$ cat config.mk
export PLATFORM = sky130hd
export DESIGN_NAME = gerenciador_temporizadores_flat
export DESIGN_NICKNAME = d
export VERILOG_FILES = /design/src/rtl/gerenciador_temporizadores_if.sv /design/src/rtl/gerenciador_temporizadores.sv /design/src/flat_wrapper.sv
export SDC_FILE = /design/constraint.sdc
export NUM_CORES = 1
export LEC_CHECK = 0
export CAP_MARGIN = 20
export CORE_UTILIZATION = 55
export CTS_CLUSTER_DIAMETER = 40
export DETAILED_ROUTE_END_ITERATION = 8
export PLACE_DENSITY = 0.88
export SLEW_MARGIN = 20
export SYNTH_ARGS = -nofsm -noshare
export SYNTH_HDL_FRONTEND = slang
export SYNTH_SLANG_ARGS = --single-unit
$ cat constraint.sdc
create_clock -name clock -period 3.7 [get_ports clock]
set_clock_uncertainty 0.2 [all_clocks]
set_input_delay 0.74 -clock clock [delete_from_list [all_inputs] [get_ports clock]]
set_output_delay 0.74 -clock clock [all_outputs]
set_load 0.05 [all_outputs]
$ cat src/rtl/gerenciador_temporizadores_if.sv
// Command/status bundle between the quiz control FSM (master) and the timing scheduler (slave).
interface gerenciador_temporizadores_if #(
    parameter int CW = 16
);
    logic          pausa;
    logic          zera_timeout;
    logic          conta_timeout;
    logic          zera_timer_resultado;
    logic          conta_timer_resultado;
    logic          zera_tempo_de_jogo;
    logic          mostra_tempo_de_jogo;
    logic          deu_timeout;
    logic          fim_timer_resultado;
    logic [CW-1:0] tempo_restante;
    logic [CW-1:0] tempo_de_jogo;
    logic          tick;
    logic [3:0]    db_estado;

    modport master (
        output pausa, zera_timeout, conta_timeout, zera_timer_resultado,
               conta_timer_resultado, zera_tempo_de_jogo, mostra_tempo_de_jogo,
        input  deu_timeout, fim_timer_resultado, tempo_restante, tempo_de_jogo,
               tick, db_estado
    );

    modport slave (
        input  pausa, zera_timeout, conta_timeout, zera_timer_resultado,
               conta_timer_resultado, zera_tempo_de_jogo, mostra_tempo_de_jogo,
        output deu_timeout, fim_timer_resultado, tempo_restante, tempo_de_jogo,
               tick, db_estado
    );
endinterface

$ cat src/rtl/gerenciador_temporizadores.sv
// Quiz timing scheduler: answer-timeout and result-hold channels plus the game clock,
// all advancing on one shared free-running tick prescaler.
module gerenciador_temporizadores #(
    parameter int TICK_DIV      = 50000,
    parameter int TIMEOUT_TICKS = 5000,
    parameter int RESULT_TICKS  = 2000,
    parameter int SEC_TICKS     = 1000,
    parameter int CW            = 16
) (
    input  logic                          clock,
    input  logic                          reset,
    gerenciador_temporizadores_if.slave   bus
);

    localparam int PW = $clog2(TICK_DIV);
    localparam int SW = (SEC_TICKS > 1) ? $clog2(SEC_TICKS) : 1;

    localparam logic [PW-1:0] PRE_MAX       = PW'(TICK_DIV - 1);
    localparam logic [SW-1:0] SUB_MAX       = SW'(SEC_TICKS - 1);
    localparam logic [CW-1:0] LIM_TIMEOUT   = CW'(TIMEOUT_TICKS);
    localparam logic [CW-1:0] LIM_RESULTADO = CW'(RESULT_TICKS);

    localparam logic [1:0] PARADO   = 2'b00;
    localparam logic [1:0] CONTANDO = 2'b01;
    localparam logic [1:0] EXPIRADO = 2'b10;

    // Shared channel transition: returns {next state, next count}.
    function automatic logic [CW+1:0] proximo_canal(
        input logic [1:0]    estado,
        input logic [CW-1:0] contagem,
        input logic          zera,
        input logic          conta,
        input logic          avanca,
        input logic [CW-1:0] limite
    );
        logic [1:0]    estado_d;
        logic [CW-1:0] contagem_d;
        estado_d   = estado;
        contagem_d = contagem;
        if (zera) begin
            estado_d   = PARADO;
            contagem_d = '0;
        end else begin
            case (estado)
                PARADO:   if (conta) estado_d = CONTANDO;
                CONTANDO: begin
                    if (!conta) begin
                        estado_d = PARADO;
                    end else if (avanca) begin
                        contagem_d = contagem + CW'(1);
                        if (contagem_d == limite) estado_d = EXPIRADO;
                    end
                end
                EXPIRADO: estado_d = EXPIRADO;
                default:  estado_d = PARADO;
            endcase
        end
        return {estado_d, contagem_d};
    endfunction

    function automatic logic [CW-1:0] incr_saturado(input logic [CW-1:0] valor);
        return (&valor) ? valor : valor + CW'(1);
    endfunction

    logic [PW-1:0] prescaler;
    logic          tick;
    logic          avanca;

    logic [1:0]    estado_to, estado_to_d;
    logic [1:0]    estado_res, estado_res_d;
    logic [CW-1:0] cont_to, cont_to_d;
    logic [CW-1:0] cont_res, cont_res_d;

    logic [SW-1:0] sub_seg;
    logic [CW-1:0] segundos;

    // Prescaler is never realigned to channel starts, hence up to one tick of early expiry.
    always_ff @(posedge clock or posedge reset) begin
        if (reset)                  prescaler <= '0;
        else if (prescaler == PRE_MAX) prescaler <= '0;
        else                        prescaler <= prescaler + PW'(1);
    end

    assign tick   = (prescaler == PRE_MAX);
    assign avanca = tick & ~bus.pausa;

    always_ff @(posedge clock or posedge reset) begin
        if (reset) begin
            estado_to  <= PARADO;
            estado_res <= PARADO;
            cont_to    <= '0;
            cont_res   <= '0;
        end else begin
            estado_to  <= estado_to_d;
            estado_res <= estado_res_d;
            cont_to    <= cont_to_d;
            cont_res   <= cont_res_d;
        end
    end

    always_comb begin
        {estado_to_d, cont_to_d} = proximo_canal(estado_to, cont_to, bus.zera_timeout,
                                                 bus.conta_timeout, avanca, LIM_TIMEOUT);
        {estado_res_d, cont_res_d} = proximo_canal(estado_res, cont_res, bus.zera_timer_resultado,
                                                   bus.conta_timer_resultado, avanca, LIM_RESULTADO);
    end

    // Flags are Moore outputs straight from the state registers.
    always_comb begin
        bus.deu_timeout         = (estado_to == EXPIRADO);
        bus.fim_timer_resultado = (estado_res == EXPIRADO);
        bus.tempo_restante      = LIM_TIMEOUT - cont_to;
        bus.tempo_de_jogo       = segundos;
        bus.tick                = tick;
        bus.db_estado           = {estado_to, estado_res};
    end

    // Game clock: mostra freezes both counters so the displayed value is stable.
    always_ff @(posedge clock or posedge reset) begin
        if (reset) begin
            sub_seg  <= '0;
            segundos <= '0;
        end else if (bus.zera_tempo_de_jogo) begin
            sub_seg  <= '0;
            segundos <= '0;
        end else if (avanca && !bus.mostra_tempo_de_jogo) begin
            if (sub_seg == SUB_MAX) begin
                sub_seg  <= '0;
                segundos <= incr_saturado(segundos);
            end else begin
                sub_seg <= sub_seg + SW'(1);
            end
        end
    end

endmodule

$ cat src/flat_wrapper.sv
// flat-port wrapper written by rule: the top's interface ports become plain ports
module gerenciador_temporizadores_flat 
#(
    parameter int TICK_DIV      = 50000,
    parameter int TIMEOUT_TICKS = 5000,
    parameter int RESULT_TICKS  = 2000,
    parameter int SEC_TICKS     = 1000,
    parameter int CW            = 16
)
  (clock, reset, bus_pausa, bus_zera_timeout, bus_conta_timeout, bus_zera_timer_resultado, bus_conta_timer_resultado, bus_zera_tempo_de_jogo, bus_mostra_tempo_de_jogo, bus_deu_timeout, bus_fim_timer_resultado, bus_tempo_restante, bus_tempo_de_jogo, bus_tick, bus_db_estado);
  gerenciador_temporizadores_if #(.CW(CW)) bus_i ();
  input  logic clock;
  input  logic reset;
  input wire logic [$bits(bus_i.pausa)-1:0] bus_pausa;
  input wire logic [$bits(bus_i.zera_timeout)-1:0] bus_zera_timeout;
  input wire logic [$bits(bus_i.conta_timeout)-1:0] bus_conta_timeout;
  input wire logic [$bits(bus_i.zera_timer_resultado)-1:0] bus_zera_timer_resultado;
  input wire logic [$bits(bus_i.conta_timer_resultado)-1:0] bus_conta_timer_resultado;
  input wire logic [$bits(bus_i.zera_tempo_de_jogo)-1:0] bus_zera_tempo_de_jogo;
  input wire logic [$bits(bus_i.mostra_tempo_de_jogo)-1:0] bus_mostra_tempo_de_jogo;
  output wire logic [$bits(bus_i.deu_timeout)-1:0] bus_deu_timeout;
  output wire logic [$bits(bus_i.fim_timer_resultado)-1:0] bus_fim_timer_resultado;
  output wire logic [$bits(bus_i.tempo_restante)-1:0] bus_tempo_restante;
  output wire logic [$bits(bus_i.tempo_de_jogo)-1:0] bus_tempo_de_jogo;
  output wire logic [$bits(bus_i.tick)-1:0] bus_tick;
  output wire logic [$bits(bus_i.db_estado)-1:0] bus_db_estado;
  assign bus_i.pausa = bus_pausa;
  assign bus_i.zera_timeout = bus_zera_timeout;
  assign bus_i.conta_timeout = bus_conta_timeout;
  assign bus_i.zera_timer_resultado = bus_zera_timer_resultado;
  assign bus_i.conta_timer_resultado = bus_conta_timer_resultado;
  assign bus_i.zera_tempo_de_jogo = bus_zera_tempo_de_jogo;
  assign bus_i.mostra_tempo_de_jogo = bus_mostra_tempo_de_jogo;
  assign bus_deu_timeout = bus_i.deu_timeout;
  assign bus_fim_timer_resultado = bus_i.fim_timer_resultado;
  assign bus_tempo_restante = bus_i.tempo_restante;
  assign bus_tempo_de_jogo = bus_i.tempo_de_jogo;
  assign bus_tick = bus_i.tick;
  assign bus_db_estado = bus_i.db_estado;
  gerenciador_temporizadores #(.TICK_DIV(TICK_DIV), .TIMEOUT_TICKS(TIMEOUT_TICKS), .RESULT_TICKS(RESULT_TICKS), .SEC_TICKS(SEC_TICKS), .CW(CW)) u_core (.clock(clock), .reset(reset), .bus(bus_i));
endmodule
==> qor.yml, run 1 <==
hold_path:
  hp-class: "flip-flop to flip-flop"
routing:
  vias_per_cell: 6.018
  wl_met2_um: 4928
  top_layer_used: "met4"
  drt-wirelength-per-cell_um: 15.13
  drc_errors: 0
  vias: 4044
  drtIter0Drc: 205
  met1Wirelength_um: 4489
  wl_met3_um: 555
  ant_nets: 0
  dr.pass1.iters: 5
  totalWireLength_um: 10170
pwr:
  cellLeakagePower_nw: 2.149
  ir_drop_v: 0.0002095
  powerDensity_nw_per_um2: 267.8
  total_power_mw: 1.439
clock_network:
  hold_buffers: 0
  clk_pin_slew_ps: 70
  cts_buffer_depth: 2
  clk_latency_ps: 350
  clkSinkCount: 78
  cts_root_buf: "clkbuf_8"
  cts-htree-levels: 3
  cts_tree: "yes"
  numCtsBuffers: 9
grt:
  grt_overflow: 0
  grt_pass1_wl_um: 17460
  antenna_found_initial: 0
  grt_max_degree: 79
  grt_pass1_vias: 3805
  grt_use_total_pct: 24.71
floorplanning:
  io_pins: 48
  die-height_um: 94.49
  placementRows: 33
  core_area_um2: 8258
  dieArea_um2: 8927
  start_util_pct: 56.97
  die_x_um: 94.49
yosys:
  avgSynthCellArea_um2: 8.793
  yosysSeqAreaShare_pct: 41.49
  synth_top_cell_by_area: "dfrtp_1"
  synth_top_area_share_pct: 41.49
  yosys-top-cells-area: "dfrtp_1, xnor2_1, nor2_1"
  synth-edff-count: 0
  ys_seq_elements: 78
  async_flop_share_pct: 100.0
  synth_cells: 535
  synth_cell_types: 51
  synthFlopType: "dfrtp_1"
  yosysWarningCount: 0
  syn_nets: 552
  synth.cell_area_um2: 4705
sta:
  fmax_mhz: 282.4
  rsz0062_at_grt: "no"
  max_slew.worst_pin.slew_ps: 989.3
  fin_crit_ps: 3541
  hold_slack_ps: 302.0
  slew_viol_final: 0
  final_hold_viol_count: 0
  slew-limit-headroom_pct: 33.84
  tns_ps: 0
  setup_viol: 0
  finalCritPeriodShare_pct: 95.69
worst_setup_path:
  start_kind: "flip-flop"
  worstSetupEndpointType: "output pin"
  worstPathArrival_ps: 2600
  criticalPathCategory: "flip-flop to output pin"
  crit_required_ps: 2760
  cp_max_fo: 10
finish:
  area_growth_syn_to_layout_pct: 14.26
  drive_gt1_share_pct: 5.467
  diodes: 0
  n_fill_cell: 688
  fin_nets: 580
  utilization_pct: 65.09
placement:
  port_buffers: 47
  gp_congestion: 0.8397
  hpwlAfterDp_um: 7084
run:
  maxCapViolCount: 0
status:
  outcome: "finished clean"
[final timing paths]
check	depth (start not counted)	endpoint	slack (ps)	from
worst max-delay path	7	bus_tempo_restante[6]	160	u_core.cont_to[1]$_DFFE_PP0P_
worst min-delay path	1	u_core.prescaler[0]$_DFF_PP0_	300	u_core.prescaler[0]$_DFF_PP0_
worst max register to register	7	u_core.bus.tempo_de_jogo[10]$_DFFE_PP0P_	880	u_core.prescaler[12]$_DFF_PP0_
worst min register to register	1	u_core.prescaler[0]$_DFF_PP0_	300	u_core.prescaler[0]$_DFF_PP0_
max in group asynchronous	3	u_core.cont_to[0]$_DFFE_PP0P_	2360	reset
min in group asynchronous	3	u_core.sub_seg[2]$_DFFE_PP0P_	580	reset
[per-layer routing]
metal	vias to the layer above	track usage [%]
li1	1941	-
met1	1947	31.72
met2	132	40.94
met3	24	5.395
met4	0	9.217
met5	-	0
[synthesized netlist by cell type, types with 2 or more instances]
library cell,number
or3_1,12
nor3b_1,3
clkbuf_1,22
nand4_1,22
a21oi_1,27
and4b_1,5
and4_1,7
xnor2_1,40
nor3_1,11
a32oi_1,2
nor2_1,73
xor2_1,29
a211o_1,2
nand2b_1,3
o2111ai_1,2
buf_1,4
dfrtp_1,78
or2_2,2
nand4b_1,2
or4b_1,3
nand2_1,42
a31oi_1,3
nor4_1,13
or4_1,2
o21ai_0,16
nor4b_1,4
o21ba_2,2
a211oi_1,2
nand3_1,31
inv_1,11
mux2i_1,2
o32ai_1,2
nor2b_1,9
and3_1,19
buf_2,5
ha_1,8
[power breakdown]
group,internal [mW],switching (mW)
Clock,0.239,0.296
Sequential,0.853,0.00150
Combinational,0.0144,0.0355
Total,1.11,0.333
[registers in the layout, indices dropped and copies added, names as in the netlist]
register and cells:
u_core.cont_to 16, u_core.estado_res 2, u_core.sub_seg 10, u_core.cont_res 16
u_core.estado_to 2, u_core.bus.tempo_de_jogo 16, u_core.prescaler 16
[cell usage in the layout, fill, tap and decap left out, types with 4 or more instances in the layout]
cell type / instances
a21oi_1: 27
and3_1: 19
and4_1: 7
and4b_1: 5
buf_4: 4
clkbuf_1: 4
clkbuf_8: 9
clkdlybuf4s50_1: 40
dfrtp_1: 77
ha_1: 8
inv_1: 10
nand2_1: 42
nand3_1: 31
nand4_1: 22
nor2_1: 73
nor2b_1: 9
nor3_1: 11
nor4_1: 13
nor4b_1: 4
o21ai_0: 16
or3_1: 12
xnor2_1: 40
xor2_1: 29
[per-stage QoR]
stage          worst slack (ps)  cells  cell area, um2
2_1_floorplan             402.2    535            4705
3_3_place_gp              451.7    657            5221
4_1_cts                   60.45    672            5369
3_5_place_dp              415.3    657            5221
6_report                  159.3    672            5375
5_1_grt                   6.577    672            5375
[critical path, stage by stage, from the launching register on]
cell and delay [ps]:
dfrtp_1 480, inv_1 100, ha_1 200, nand2b_1 90
a21oi_1 240, nor2b_1 190, xnor2_1 130, clkdlybuf4s50_1 820
[final cells by class]
| cell class | count | area, um2 | share of cell area, % |
|---|---|---|---|
| clock buffer | 13 | 138.9 | 2.584 |
| clock inverter | 2 | 10.01 | 0.1862 |
| inverter | 11 | 41.29 | 0.7682 |
| multi-input combinational | 413 | 2576 | 47.93 |
| sequential | 78 | 1953 | 36.34 |
| tap | 105 | 131.4 | 2.444 |
| timing repair buffer | 50 | 524.3 | 9.753 |
[cells by family (layout without fill, tap and decap cells)]
logic type,after synthesis,in the layout,share of synthesized area [%]
mux,3,3,0.6649
compound gates,62,62,7.899
simple gates,271,271,31.22
flops,78,78,41.49
buf+inv,44,76,3.750
xor+xnor,69,69,12.85
fa+ha+maj,8,8,2.128
[timing repair]
item	4_1_cts	5_1_grt
setup endpoints to repair	1	4
buffers inserted	0	0
resized for setup	1	3
No activity file was read; power rests on OpenSTA's default activity.
==> run 2, diff against run 1 <==
--- a/config.mk
+++ b/config.mk
@@ -6,10 +6,11 @@
 export NUM_CORES = 1
 export LEC_CHECK = 0
 export CAP_MARGIN = 20
-export CORE_UTILIZATION = 55
+export CORE_UTILIZATION = 54
 export CTS_CLUSTER_DIAMETER = 40
 export DETAILED_ROUTE_END_ITERATION = 8
-export PLACE_DENSITY = 0.88
+export GPL_ROUTABILITY_DRIVEN = 1
+export PLACE_DENSITY = 0.86
 export SLEW_MARGIN = 20
 export SYNTH_ARGS = -nofsm -noshare
 export SYNTH_HDL_FRONTEND = slang
==> qor.yml, run 2 (synthesized netlist as in run 1, its figures left out) <==
status:
  outcome: "finished clean"
grt:
  grt_pass1_wl_um: 16990
  grt_overflow: 0
  grt_max_degree: 52
  grt_use_total_pct: 23.83
  grt_use_met3_pct: 3.748
  grt_busiest_layer: "met2"
  grt_use_met2_pct: 38.15
  grt_pass1_vias: 3680
  antenna_found_initial: 0
  met1_usage_pct: 32.44
sta:
  tns_ps: 0
  fmax_mhz: 282.3
  final_hold_viol_count: 0
  rsz0062_at_grt: "no"
  setup_viol: 0
  fin_crit_ps: 3542
  hold_slack_ps: 304.5
  finalCritPeriodShare_pct: 95.74
  slew_viol_final: 0
  slew-limit-headroom_pct: 36.21
  max_slew.worst_pin.slew_ps: 953.9
pwr:
  ir_drop_v: 0.0001582
  cellLeakagePower_nw: 2.222
  powerDensity_nw_per_um2: 297.0
finish:
  area_growth_syn_to_layout_pct: 15.96
  fin_nets: 580
  layout_common_cells: "dfrtp_1, nor2_1, nand2_1"
  final_common_cell: "dfrtp_1"
  drive_gt1_share_pct: 6.173
  diodes: 0
placement:
  port_buffers: 47
  gp_congestion: 0.8258
  hpwlAfterDp_um: 6911
routing:
  drt-wirelength-per-cell_um: 14.93
  dr.pass1.iters: 5
  totalWireLength_um: 10030
  vias_per_cell: 5.982
  drtIter0Drc: 198
  ant_nets: 0
  drc_errors: 0
  vias: 4020
clock_network:
  cts_root_buf: "clkbuf_8"
  post_cts_resized: 0
  numCtsBuffers: 9
  cts_tree: "yes"
  clkSinkCount: 78
  hold_buffers: 0
  clk_pin_slew_ps: 70
  post-cts-setup-buffer-count: 0
  cts_buffer_depth: 2
  cts-htree-levels: 3
  clk_latency_ps: 350
worst_setup_path:
  crit_required_ps: 2760
  crit_path_end: "bus_tempo_restante[8]"
  criticalPathCategory: "flip-flop to output pin"
  r2r_start: "u_core.prescaler[12]$_DFF_PP0_"
  worstPathArrival_ps: 2600
  worstSetupEndpointType: "output pin"
  r2r_slack_ps: 860
  cp_max_fo: 11
  start_kind: "flip-flop"
  worstSetupStartpoint: "u_core.cont_to[0]$_DFFE_PP0P_"
  r2r_end: "u_core.bus.tempo_de_jogo[12]$_DFFE_PP0P_"
  rr_worst_depth: 7
floorplanning:
  io_pins: 48
  placementRows: 33
  die_x_um: 95.34
  core_area_um2: 8341
  dieArea_um2: 9090
  start_util_pct: 56.41
  die-height_um: 95.34
hold_path:
  hp-class: "flip-flop to flip-flop"
run:
  maxCapViolCount: 0
-- run 2: power by group --
group / leakage (nW) / internal (mW) / switching (mW) / total, mW
Sequential: 1.07 / 0.853 / 0.00151 / 0.854
Clock: 0.115 / 0.411 / 0.306 / 0.717
Combinational: 1.03 / 0.0143 / 0.0348 / 0.0491
Total: 2.22 / 1.28 / 0.342 / 1.62
-- run 2: per-layer routing --
| layer | up-vias | share of wire [%] |
|---|---|---|
| met5 | - | 0 |
| met4 | 0 | 1.8 |
| met3 | 17 | 4.8 |
| met2 | 129 | 47 |
| met1 | 1935 | 46 |
| li1 | 1939 | - |
-- run 2: through the flow --
step / instances / setup slack, ps / util (%) / power [mW] / cell area (um2)
4_1_cts: 672 / 27.53 / 65.26 / 1.630 / 5443
2_1_floorplan: 535 / 402.2 / - / 0.8998 / 4705
6_report: 672 / 157.6 / 65.41 / 1.620 / 5455
3_5_place_dp: 657 / 425.6 / 62.60 / 0.9218 / 5221
3_3_place_gp: 657 / 456.7 / 62.60 / 0.9212 / 5221
5_1_grt: 672 / 31.33 / 65.41 / 1.670 / 5455
-- run 2: worst min path at each step --
stage          cells after the start  slack [ps]                     startpoint                            end
4_1_cts                            1         310  u_core.prescaler[0]$_DFF_PP0_  u_core.prescaler[0]$_DFF_PP0_
5_1_grt                            1         320  u_core.prescaler[0]$_DFF_PP0_  u_core.prescaler[0]$_DFF_PP0_
6_report                           1         300  u_core.prescaler[0]$_DFF_PP0_  u_core.prescaler[0]$_DFF_PP0_
2_1_floorplan                      1         250  u_core.prescaler[0]$_DFF_PP0_  u_core.prescaler[0]$_DFF_PP0_
3_5_place_dp                       1         300  u_core.prescaler[0]$_DFF_PP0_  u_core.prescaler[0]$_DFF_PP0_
3_3_place_gp                       1         270  u_core.prescaler[0]$_DFF_PP0_  u_core.prescaler[0]$_DFF_PP0_
-- run 2: final cells by class --
class                           count  area [um2]
Multi-Input combinational cell    413        2581
Timing Repair Buffer               50       528.0
Fill cell                         655        2885
Clock inverter                      4       70.07
Sequential cell                    78        1952
Inverter                           11       41.29
Clock buffer                       11       151.4
Tap cell                          105       131.4
-- run 2: worst max-delay path: stages (launching register included) --
cell and delay (ps):
dfrtp_1 500, inv_1 100, ha_1 190, nand2b_1 90, a21oi_1 240, nand2_1 80, nand2_1 90, xor2_1 150
clkdlybuf4s50_1 820
==> run 3, diff against run 2 <==
--- a/config.mk
+++ b/config.mk
@@ -5,7 +5,9 @@
 export SDC_FILE = /design/constraint.sdc
 export NUM_CORES = 1
 export LEC_CHECK = 0
+export ABC_AREA = 1
 export CAP_MARGIN = 20
+export CORE_MARGIN = 10
 export CORE_UTILIZATION = 54
 export CTS_CLUSTER_DIAMETER = 40
 export DETAILED_ROUTE_END_ITERATION = 8
==> qor.yml, run 3 <==
yosys:
  ys_seq_elements: 78
  yosysWarningCount: 0
  synth.cell_area_um2: 4896
  synth_cells: 683
  synth_cell_types: 39
  synth_top_cell_by_area: "dfrtp_1"
  yosys-top-cells-area: "dfrtp_1, nand2_1, inv_1"
  yosysMostFrequentCell: "nand2_1"
  async_flop_share_pct: 100.0
  avgSynthCellArea_um2: 7.168
  synth_common_cells: "nand2_1, inv_1, nor2_1, dfrtp_1, nand3_1"
  synthFlopType: "dfrtp_1"
  synth-edff-count: 0
  yosysSeqAreaShare_pct: 39.87
  syn_nets: 700
  synth_top_area_share_pct: 39.87
worst_setup_path:
  worst-path-buf-inv: 2
  r2r_slack_ps: 1140
  slowest_stage: "clkdlybuf4s50_1"
  worstPathArrival_ps: 2580
  crit_path_max_incr_delay_ps: 830
  crit_chain: "inv_1, ha_1, nand2_1, nand2_1, a31oi_1, xor2_1, clkdlybuf4s50_1"
  crit_required_ps: 2760
  cp_max_fo: 8
  cpMostUsedCell: "nand2_1"
  criticalPathCategory: "flip-flop to output pin"
  worstSetupEndpointType: "output pin"
  path_delay_family: "buffers and inverters"
  start_kind: "flip-flop"
routing:
  vias_per_cell: 5.655
  vias: 4807
  top_layer_used: "met4"
  drtIter0Drc: 377
  drt-wirelength-per-cell_um: 14.53
  totalWireLength_um: 12350
  wl_met3_um: 906
  met1Wirelength_um: 5406
  drc_errors: 0
  ant_nets: 0
  wl_met2_um: 5844
  dr.pass1.iters: 6
pwr:
  p_sw_uw: 391.4
  ir_drop_v: 0.0002208
  combPwrFrac_pct: 5.5
  swShare_pct: 22.92
  total_power_mw: 1.708
  powerDensity_nw_per_um2: 298.9
  cellLeakagePower_nw: 2.644
  power_frac_seq_pct: 50.4
  power.internal_mw: 1.316
  clockPowerShare_pct: 44.0
placement:
  port_buffers: 47
  gp_congestion: 0.8896
  hpwlAfterDp_um: 9169
  place_ws_ps: 456.1
clock_network:
  cts-htree-levels: 3
  numCtsBuffers: 9
  clk_latency_ps: 360
  cts_tree: "yes"
  post-cts-setup-buffer-count: 0
  cts_buffer_depth: 2
  clk_pin_slew_ps: 80
  clkSinkCount: 78
  cts_root_buf: "clkbuf_8"
  hold_buffers: 0
grt:
  grt_max_degree: 33
  antenna_found_initial: 0
  grt_use_total_pct: 18.88
  grt_overflow: 0
  grt_pass1_wl_um: 21180
  grt_pass1_vias: 4627
sta:
  fmax_mhz: 284.3
  hold_slack_ps: 266.0
  setup_viol: 0
  tns_ps: 0
  finalCritPeriodShare_pct: 95.06
  rsz0062_at_grt: "no"
  slew_viol_final: 0
  slew-limit-headroom_pct: 53.16
  max_slew.worst_pin.slew_ps: 701.6
  fin_crit_ps: 3517
  layout_setup_ws_ps: 182.9
  final_hold_viol_count: 0
floorplanning:
  placementRows: 34
  die-height_um: 115.2
  dieArea_um2: 13280
  core_area_um2: 8763
  io_pins: 48
  start_util_pct: 55.87
  die_x_um: 115.2
finish:
  final_common_cell: "nand2_1"
  layout_common_cells: "nand2_1, inv_1, nor2_1"
  fin_nets: 754
  area_growth_syn_to_layout_pct: 16.71
  n_fill_cell: 723
  diodes: 0
  drive_gt1_share_pct: 5.660
status:
  outcome: "finished clean"
run:
  maxCapViolCount: 0
hold_path:
  hp-class: "flip-flop to flip-flop"
==> run 3: cell count changes in the layout (fill, tap and decap cells not counted), moves of 13 or more <==
cell	change
and3_1	-17
inv_1	+80
nand2_1	+128
nand3_1	+29
o21ai_0	+18
o22ai_1	+13
xnor2_1	-38
==> run 3: per-layer routing <==
metal  global-route usage, %  vias up
li1                        -     2342
met1                   24.03     2241
met2                   31.04      204
met3                   3.802       20
met4                   6.848        0
met5                       0        -
==> run 3: cell type report <==
class	instances	area (um2)	area share, %
Multi-Input combinational cell	502	2541	44.47
Sequential cell	78	1952	34.16
Timing Repair Buffer	51	495.5	8.671
Clock buffer	13	168.9	2.956
Tap cell	108	135.1	2.365
Clock inverter	3	65.06	1.139
Inverter	95	356.6	6.240
==> run 3: cells by family after synthesis <==
family | count (synthesis) | share of synthesized area, %
AND/OR/NAND/NOR | 374 | 34.12
AO/OA/AOI/OAI | 89 | 10.20
adder cells (fa/ha/maj) | 8 | 2.045
flip-flops | 78 | 39.87
buffers and inverters | 103 | 8.229
XOR/XNOR | 31 | 5.546
==> run 3: worst paths after layout <==
kind	startpoint	end	cells past startpoint
setup / recovery	u_core.cont_to[0]$_DFFE_PP0P_	bus_tempo_restante[8]	7
hold / removal	u_core.prescaler[0]$_DFF_PP0_	u_core.prescaler[0]$_DFF_PP0_	1
setup reg to reg	u_core.bus.tempo_de_jogo[0]$_DFFE_PP0P_	u_core.bus.tempo_de_jogo[12]$_DFFE_PP0P_	11
hold reg to reg	u_core.prescaler[0]$_DFF_PP0_	u_core.prescaler[0]$_DFF_PP0_	1
max in group asynchronous	reset	u_core.cont_res[1]$_DFFE_PP0P_	3
min in group asynchronous	reset	u_core.cont_to[9]$_DFFE_PP0P_	2
==> run 3: stage by stage <==
stage,utilization (%),instances,area [um2]
2_1_floorplan,-,683,4896
3_3_place_gp,62.48,834,5475
3_5_place_dp,62.48,834,5475
4_1_cts,65.15,850,5709
5_1_grt,65.21,850,5714
6_report,65.21,850,5714
==> run 3: what timing repair did <==
| action | 4_1_cts | 5_1_grt |
|---|---|---|
| setup endpoints to repair | 0 | 2 |
| gates resized for setup | 0 | 2 |
| endpoints found under the hold margin | 0 | 0 |
==> run 3: power by group through the flow <==
| stage | Combinational, mW | Clock [mW] | Sequential, mW |
|---|---|---|---|
| after detailed placement | 0.0952 | 0 | 0.878 |
| after CTS | 0.0956 | 0.759 | 0.861 |
| after global placement | 0.0929 | 0 | 0.877 |
| after floorplan | 0.0467 | 0 | 0.888 |
| final | 0.0948 | 0.752 | 0.861 |
| after global routing | 0.105 | 0.800 | 0.862 |
==> RTL edit 1 (settings of run 1) <==
`CW` is set to 16 in 3 places; all go to 32.
--- a/src/rtl/gerenciador_temporizadores_if.sv
+++ b/src/rtl/gerenciador_temporizadores_if.sv
@@ -1,6 +1,6 @@
 // Command/status bundle between the quiz control FSM (master) and the timing scheduler (slave).
 interface gerenciador_temporizadores_if #(
-    parameter int CW = 16
+    parameter int CW = 32
 );
     logic          pausa;
     logic          zera_timeout;
--- a/src/rtl/gerenciador_temporizadores.sv
+++ b/src/rtl/gerenciador_temporizadores.sv
@@ -5,7 +5,7 @@
     parameter int TIMEOUT_TICKS = 5000,
     parameter int RESULT_TICKS  = 2000,
     parameter int SEC_TICKS     = 1000,
-    parameter int CW            = 16
+    parameter int CW            = 32
 ) (
     input  logic                          clock,
     input  logic                          reset,
--- a/src/flat_wrapper.sv
+++ b/src/flat_wrapper.sv
@@ -5,7 +5,7 @@
     parameter int TIMEOUT_TICKS = 5000,
     parameter int RESULT_TICKS  = 2000,
     parameter int SEC_TICKS     = 1000,
-    parameter int CW            = 16
+    parameter int CW            = 32
 )
   (clock, reset, bus_pausa, bus_zera_timeout, bus_conta_timeout, bus_zera_timer_resultado, bus_conta_timer_resultado, bus_zera_tempo_de_jogo, bus_mostra_tempo_de_jogo, bus_deu_timeout, bus_fim_timer_resultado, bus_tempo_restante, bus_tempo_de_jogo, bus_tick, bus_db_estado);
   gerenciador_temporizadores_if #(.CW(CW)) bus_i ();
Interface: changed (resized bus_tempo_de_jogo and bus_tempo_restante); port bits go from 48 to 80. The function was not compared with the original's and may differ.
==> RTL edit 1 against run 1 <==
Synthesized cell count up 79%. Setup slack worse by 79 ps. Total power up 130%. Wire length up 110%. Final area up 89%. Fmax down 2.2%. Area after synthesis up 73%. Sequential cell count up 48. Critical endpoint is now bus_tempo_restante[31]. Largest cell class unchanged.
==> RTL edit 1: results (changes against run 1) <==
Final layout
  – Fraction of area in registers: 0.311 (was 0.363)
  – Multi-input gates: 756 (was 413)
  – Layout cell share with drive strength beyond 1: 0.148 (was 0.0547)
  – Fin nets: 1055 (was 580)
  – Inverters: 17 (was 11)
  – Multi-input combinational area share: 0.471 (was 0.479)
  – Fillers: 983 (was 688)
  – Clock-cell share: 0.0651 (was 0.0277)

Route
  – Final WL: 21300 um (was 10200 um)
  – WL met3: 1330 um (was 555 um)
  – Vias per inst: 6.23 (was 6.02)
  – Met1 wire length: 8820 um (was 4490 um)

Synthesis
  – Register area share after synthesis: 0.387 (was 0.415)
  – Synth Area in Compound Gates: 0.0859 (was 0.0790)
  – Commonest cells in the netlist: 135 x nor2_1, 126 x dfrtp_1, 83 x nand2_1, 64 x xnor2_1, 64 x xor2_1 (was 78 x dfrtp_1, 73 x nor2_1, 42 x nand2_1, 40 x xnor2_1, 31 x nand3_1)
  – Post-synthesis mux area share: 0.0129 (was 0.00665)
  – Synthesized net count: 973 (was 552)
  – Post-Synth XOR/XNOR Area: 0.137 (was 0.128)

Clock tree
  – Clk_lat worst skew: 430 ps (was 350 ps)
  – Post-CTS Repair Setup Buffers: 3 (was 0)
  – CTS buffer count: 17 (was 9)
  – H-tree Lvls: 4 (was 3)
  – Sink Count: 126 (was 78)
  – Resized cells post-CTS: 10 (was 1)

Run status
  – Outcome: finished clean (unchanged)

Worst setup path
  – Top delay family on crit path: simple AND/OR/NAND/NOR gates (was buffers and inverters)
  – Max FO, Critical Path: 5 (was 10)
  – CP arrival: 2680 ps (was 2600 ps)

Place
  – Setup Slack @ Placement: 54.7 ps (was 415 ps)
  – DPL Wire Length: 13900 um (was 7080 um)
  – Placer Congestion: 0.950 (was 0.840)
  – I/O Buffers: 79 (was 47)

Global route
  – Largest net degree at the start of global routing: 81 (was 79)
  – Global-route met3 utilization: 0.0504 (was 0.0539)
  – Met2 GRT Util: 0.459 (was 0.409)
  – Grt met1 use: 0.364 (was 0.317)
  – Gr usage total: 0.283 (was 0.247)
  – First-pass GRT wire length: 33900 um (was 17500 um)
  – Vias in the first global route: 7119 (was 3805)

STA
  – Rel. slew slack: 0.466 (was 0.338)

Pwr
  – Max IR drop VDD: 321 uV (was 210 uV)
-- RTL edit 1: changes by cell type in the layout (fill, tap and decap cells not counted), sizes merged, moves of 10 or more --
cell and delta:
nand4 +20, nand2 +41, or3 +18, nor3 +25, nand3 +30, xor2 +35
buf +57, o21ai +14, nor2 +62, and2 +10, clkdlybuf4s50 +16, xnor2 +24
dfrtp +48
-- RTL edit 1: path summary, 6_finish.rpt --
path                       slack, ps  depth (start not counted)            startpoint                     end
min reg2reg                      280                          1  u_core.prescaler[12]    u_core.prescaler[12]
min                              280                          1  u_core.prescaler[12]    u_core.prescaler[12]
min in group asynchronous        390                          2                 reset       u_core.cont_to[2]
max reg2reg                      270                          7    u_core.cont_to[10]     u_core.estado_to[0]
max in group asynchronous       2130                          3                 reset      u_core.cont_to[19]
max                               80                          8    u_core.cont_to[19]  bus_tempo_restante[31]
-- RTL edit 1: per-stage QoR --
step,cells,TNS (ps),utilization,area [um2],hold WS [ps]
floorplan,956,0,-,8170,246
global placement,1191,0,0.646,9350,271
detailed placement,1191,0,0.646,9350,280
CTS,1226,0,0.695,10100,291
global route,1235,-51.3,0.702,10200,333
finish,1235,0,0.702,10200,285
-- RTL edit 1: logic make-up (layout without fill, tap and decap cells) --
| logic type | count (synthesis) | count (layout) |
|---|---|---|
| multiplexers | 10 | 10 |
| adder cells (fa/ha/maj) | 8 | 8 |
| buffers and inverters | 74 | 169 |
| AO/OA/AOI/OAI | 107 | 107 |
| XOR/XNOR | 128 | 128 |
| flip-flops | 126 | 126 |
| AND/OR/NAND/NOR | 503 | 503 |
-- RTL edit 1: power by group --
group          switching [mW]  internal (mW)
sequential            0.00913           1.38
clock                   0.634           1.23
combinational          0.0785         0.0283
==> RTL edit 2 (settings of run 1) <==
Without the edit above. Take the reset off `cont_res` and load it in a clocked block of its own.
--- a/src/rtl/gerenciador_temporizadores.sv
+++ b/src/rtl/gerenciador_temporizadores.sv
@@ -89,13 +89,15 @@
             estado_to  <= PARADO;
             estado_res <= PARADO;
             cont_to    <= '0;
-            cont_res   <= '0;
         end else begin
             estado_to  <= estado_to_d;
             estado_res <= estado_res_d;
             cont_to    <= cont_to_d;
-            cont_res   <= cont_res_d;
         end
+    end
+
+    always_ff @(posedge clock) begin
+        cont_res <= cont_res_d;
     end
 
     always_comb begin
Check against the original RTL: same outputs for any inputs over 10 cycles, from zero or initial values and one cycle with reset high; that may be too few to reach the edited logic, so the function may still have changed.
==> RTL edit 2 against run 1 <==
Setup slack better by 24 ps. Total power up 13%. Die area down 0.16%. Sequential cell count unchanged. Fmax up 0.68%. Combinational power up 2%. Final cell count up 3.6%. Area after synthesis down 0.16%. Wire length up 2.0%. Final area up 3.0%. Via count up 9.2%. Sequential power about the same. Largest power group unchanged.
==> RTL edit 2: results (changes against run 1) <==
Clock tree
  – Root Buffer: clkbuf_8 (unchanged)
  – Buffer levels on the longest clock path: 2 (unchanged)
  – Clk slew on worst S/H paths: 80 ps
  – H-tree Lvls: 3 (unchanged)
  – CTS buffer count: 9 (unchanged)
  – Clk_lat worst skew: 350 ps (about the same)

Place
  – Placed inst area: 5300 um2 (was 5220 um2)
  – I/O Buffers: 47 (unchanged)
  – DPL Wire Length: 7400 um (was 7080 um)
  – Setup Slack @ Placement: 377 ps (was 415 ps)
  – Placer Congestion: 0.869 (was 0.840)

Synthesis
  – Top cells by area, synth: dfrtp_1 33%, dfxtp_1 6.8%, a21oi_1 5.6% (was dfrtp_1 41%, xnor2_1 7.4%, nor2_1 5.8%)
  – Synth async-reset ratio: 0.795 (was 1.00)
  – Synthesized net count: 568 (was 552)
  – Commonest cells in the netlist: 62 x dfrtp_1, 53 x a21oi_1, 40 x nand2_1, 37 x nand3_1, 36 x nor2_1 (was 78 x dfrtp_1, 73 x nor2_1, 42 x nand2_1, 40 x xnor2_1, 31 x nand3_1)
  – Register area share after synthesis: 0.399 (was 0.415)
  – Yosys warns: 0 (unchanged)
  – Unique masters post-synth: 55 (was 51)

Route
  – Iteration-0 DRC count of the detailed router: 357 (was 205)
  – Final WL: 10400 um (was 10200 um)
  – DRT Pass-1 Iters: 7 (was 5)
  – Vias: 4415 (was 4044)

Final layout
  – Fin nets: 603 (was 580)
  – Layout cell share with drive strength beyond 1: 0.0761 (was 0.0547)
  – ANT cells: 0 (unchanged)

Min path
  – Hold Path Cell Cnt: 1 (unchanged)
  – HP Class: flip-flop to flip-flop (unchanged)

Pwr
  – Leak pwr: 2.04 nW (was 2.15 nW)
  – Max IR drop VDD: 274 uV (was 210 uV)

Global route
  – Vias in the first global route: 3999 (was 3805)
  – Initial antenna violation count: 0 (unchanged)
  – Gr usage total: 0.247 (about the same)
  – First-pass GRT wire length: 17600 um (was 17500 um)
  – Largest net degree at the start of global routing: 45 (was 79)

Run status
  – Outcome: finished clean (unchanged)

Worst setup path
  – Max FO, Critical Path: 12 (was 10)
  – Slowest CP cell: clkdlybuf4s50_1 (unchanged)
  – Top delay family on crit path: buffers and inverters (unchanged)
  – Reg2Reg Depth: 5 (was 7)
  – CP peak stage delay: 810 ps
  – CP arrival: 2580 ps (was 2600 ps)

STA
  – Measured slew at the worst slew-check pin: 757 ps (was 989 ps)
## RTL edit 2: cell types whose count changed after synthesis, sizes merged, moves of 15 or more
cell   delta
dfxtp    +16
or3      +20
or4      +18
xnor2    -15
nor2     -37
dfrtp    -16
a21oi    +26
o31ai    +18
o21ai    +16
## RTL edit 2: worst reg2reg max path: stages, from the launching register on
cell     delay (ps)
dfrtp_1         430
or4_4           600
nor4_4          450
nand4_1         490
or4_1           550
a21oi_1         140
## RTL edit 2: cell type report
type	count	area (um2)
inverters	15	56.3
multi-input cells	425	2650
repair buffers	57	599
flip-flops and latches	78	1870
fillers	662	2720
clock inverters	3	67.6
clock buffers	13	159
well taps	105	131
## RTL edit 2: final timing paths
path / from / to / slack [ps]
min reg2reg: u_core.prescaler[11] / u_core.prescaler[11] / 290
min: u_core.prescaler[11] / u_core.prescaler[11] / 290
min in group asynchronous: reset / u_core.prescaler[3] / 490
max: u_core.cont_to[1] / bus_tempo_restante[11] / 180
max reg2reg: u_core.prescaler[12] / u_core.cont_res[10] / 770
max in group asynchronous: reset / u_core.sub_seg[6] / 2240
## RTL edit 2: what timing repair did
item                                    4_1_cts  5_1_grt
pin swaps                                     0        3
endpoints found under the setup margin        1        4
setup buffers                                 0        0
resized for setup                             1        5
## RTL edit 2: through the flow
stage / utilization / instances / total power [mW] / hold slack, ps
after floorplan: - / 551 / 0.898 / 255
after global placement: 0.642 / 680 / 0.921 / 265
after detailed placement: 0.642 / 680 / 0.922 / 286
after CTS: 0.669 / 696 / 1.64 / 302
after global routing: 0.670 / 696 / 1.67 / 332
final: 0.670 / 696 / 1.62 / 294
## RTL edit 2: report_power, final
part           total (mW)  leakage [nW]  internal [mW]  switching [mW]
Sequential          0.853         0.979          0.850         0.00267
Combinational      0.0509         0.949         0.0158          0.0351
Clock               0.718         0.110          0.418           0.301
## RTL edit 2: logic make-up after synthesis
group | count (synthesis) | synth area share
compound gates | 125 | 0.158
flops | 78 | 0.399
xor+xnor | 40 | 0.0746
mux | 5 | 0.0115
simple gates | 247 | 0.297
fa+ha+maj | 8 | 0.0213
buf+inv | 48 | 0.0397
## RTL edit 2: layer usage
layer | wire, um | global-route usage | up-vias
met4 | 147 | 0.0962 | 0
met3 | 529 | 0.0451 | 21
met2 | 5240 | 0.426 | 155
li1 | - | - | 2097
met5 | 0 | 0 | -
met1 | 4450 | 0.306 | 2142
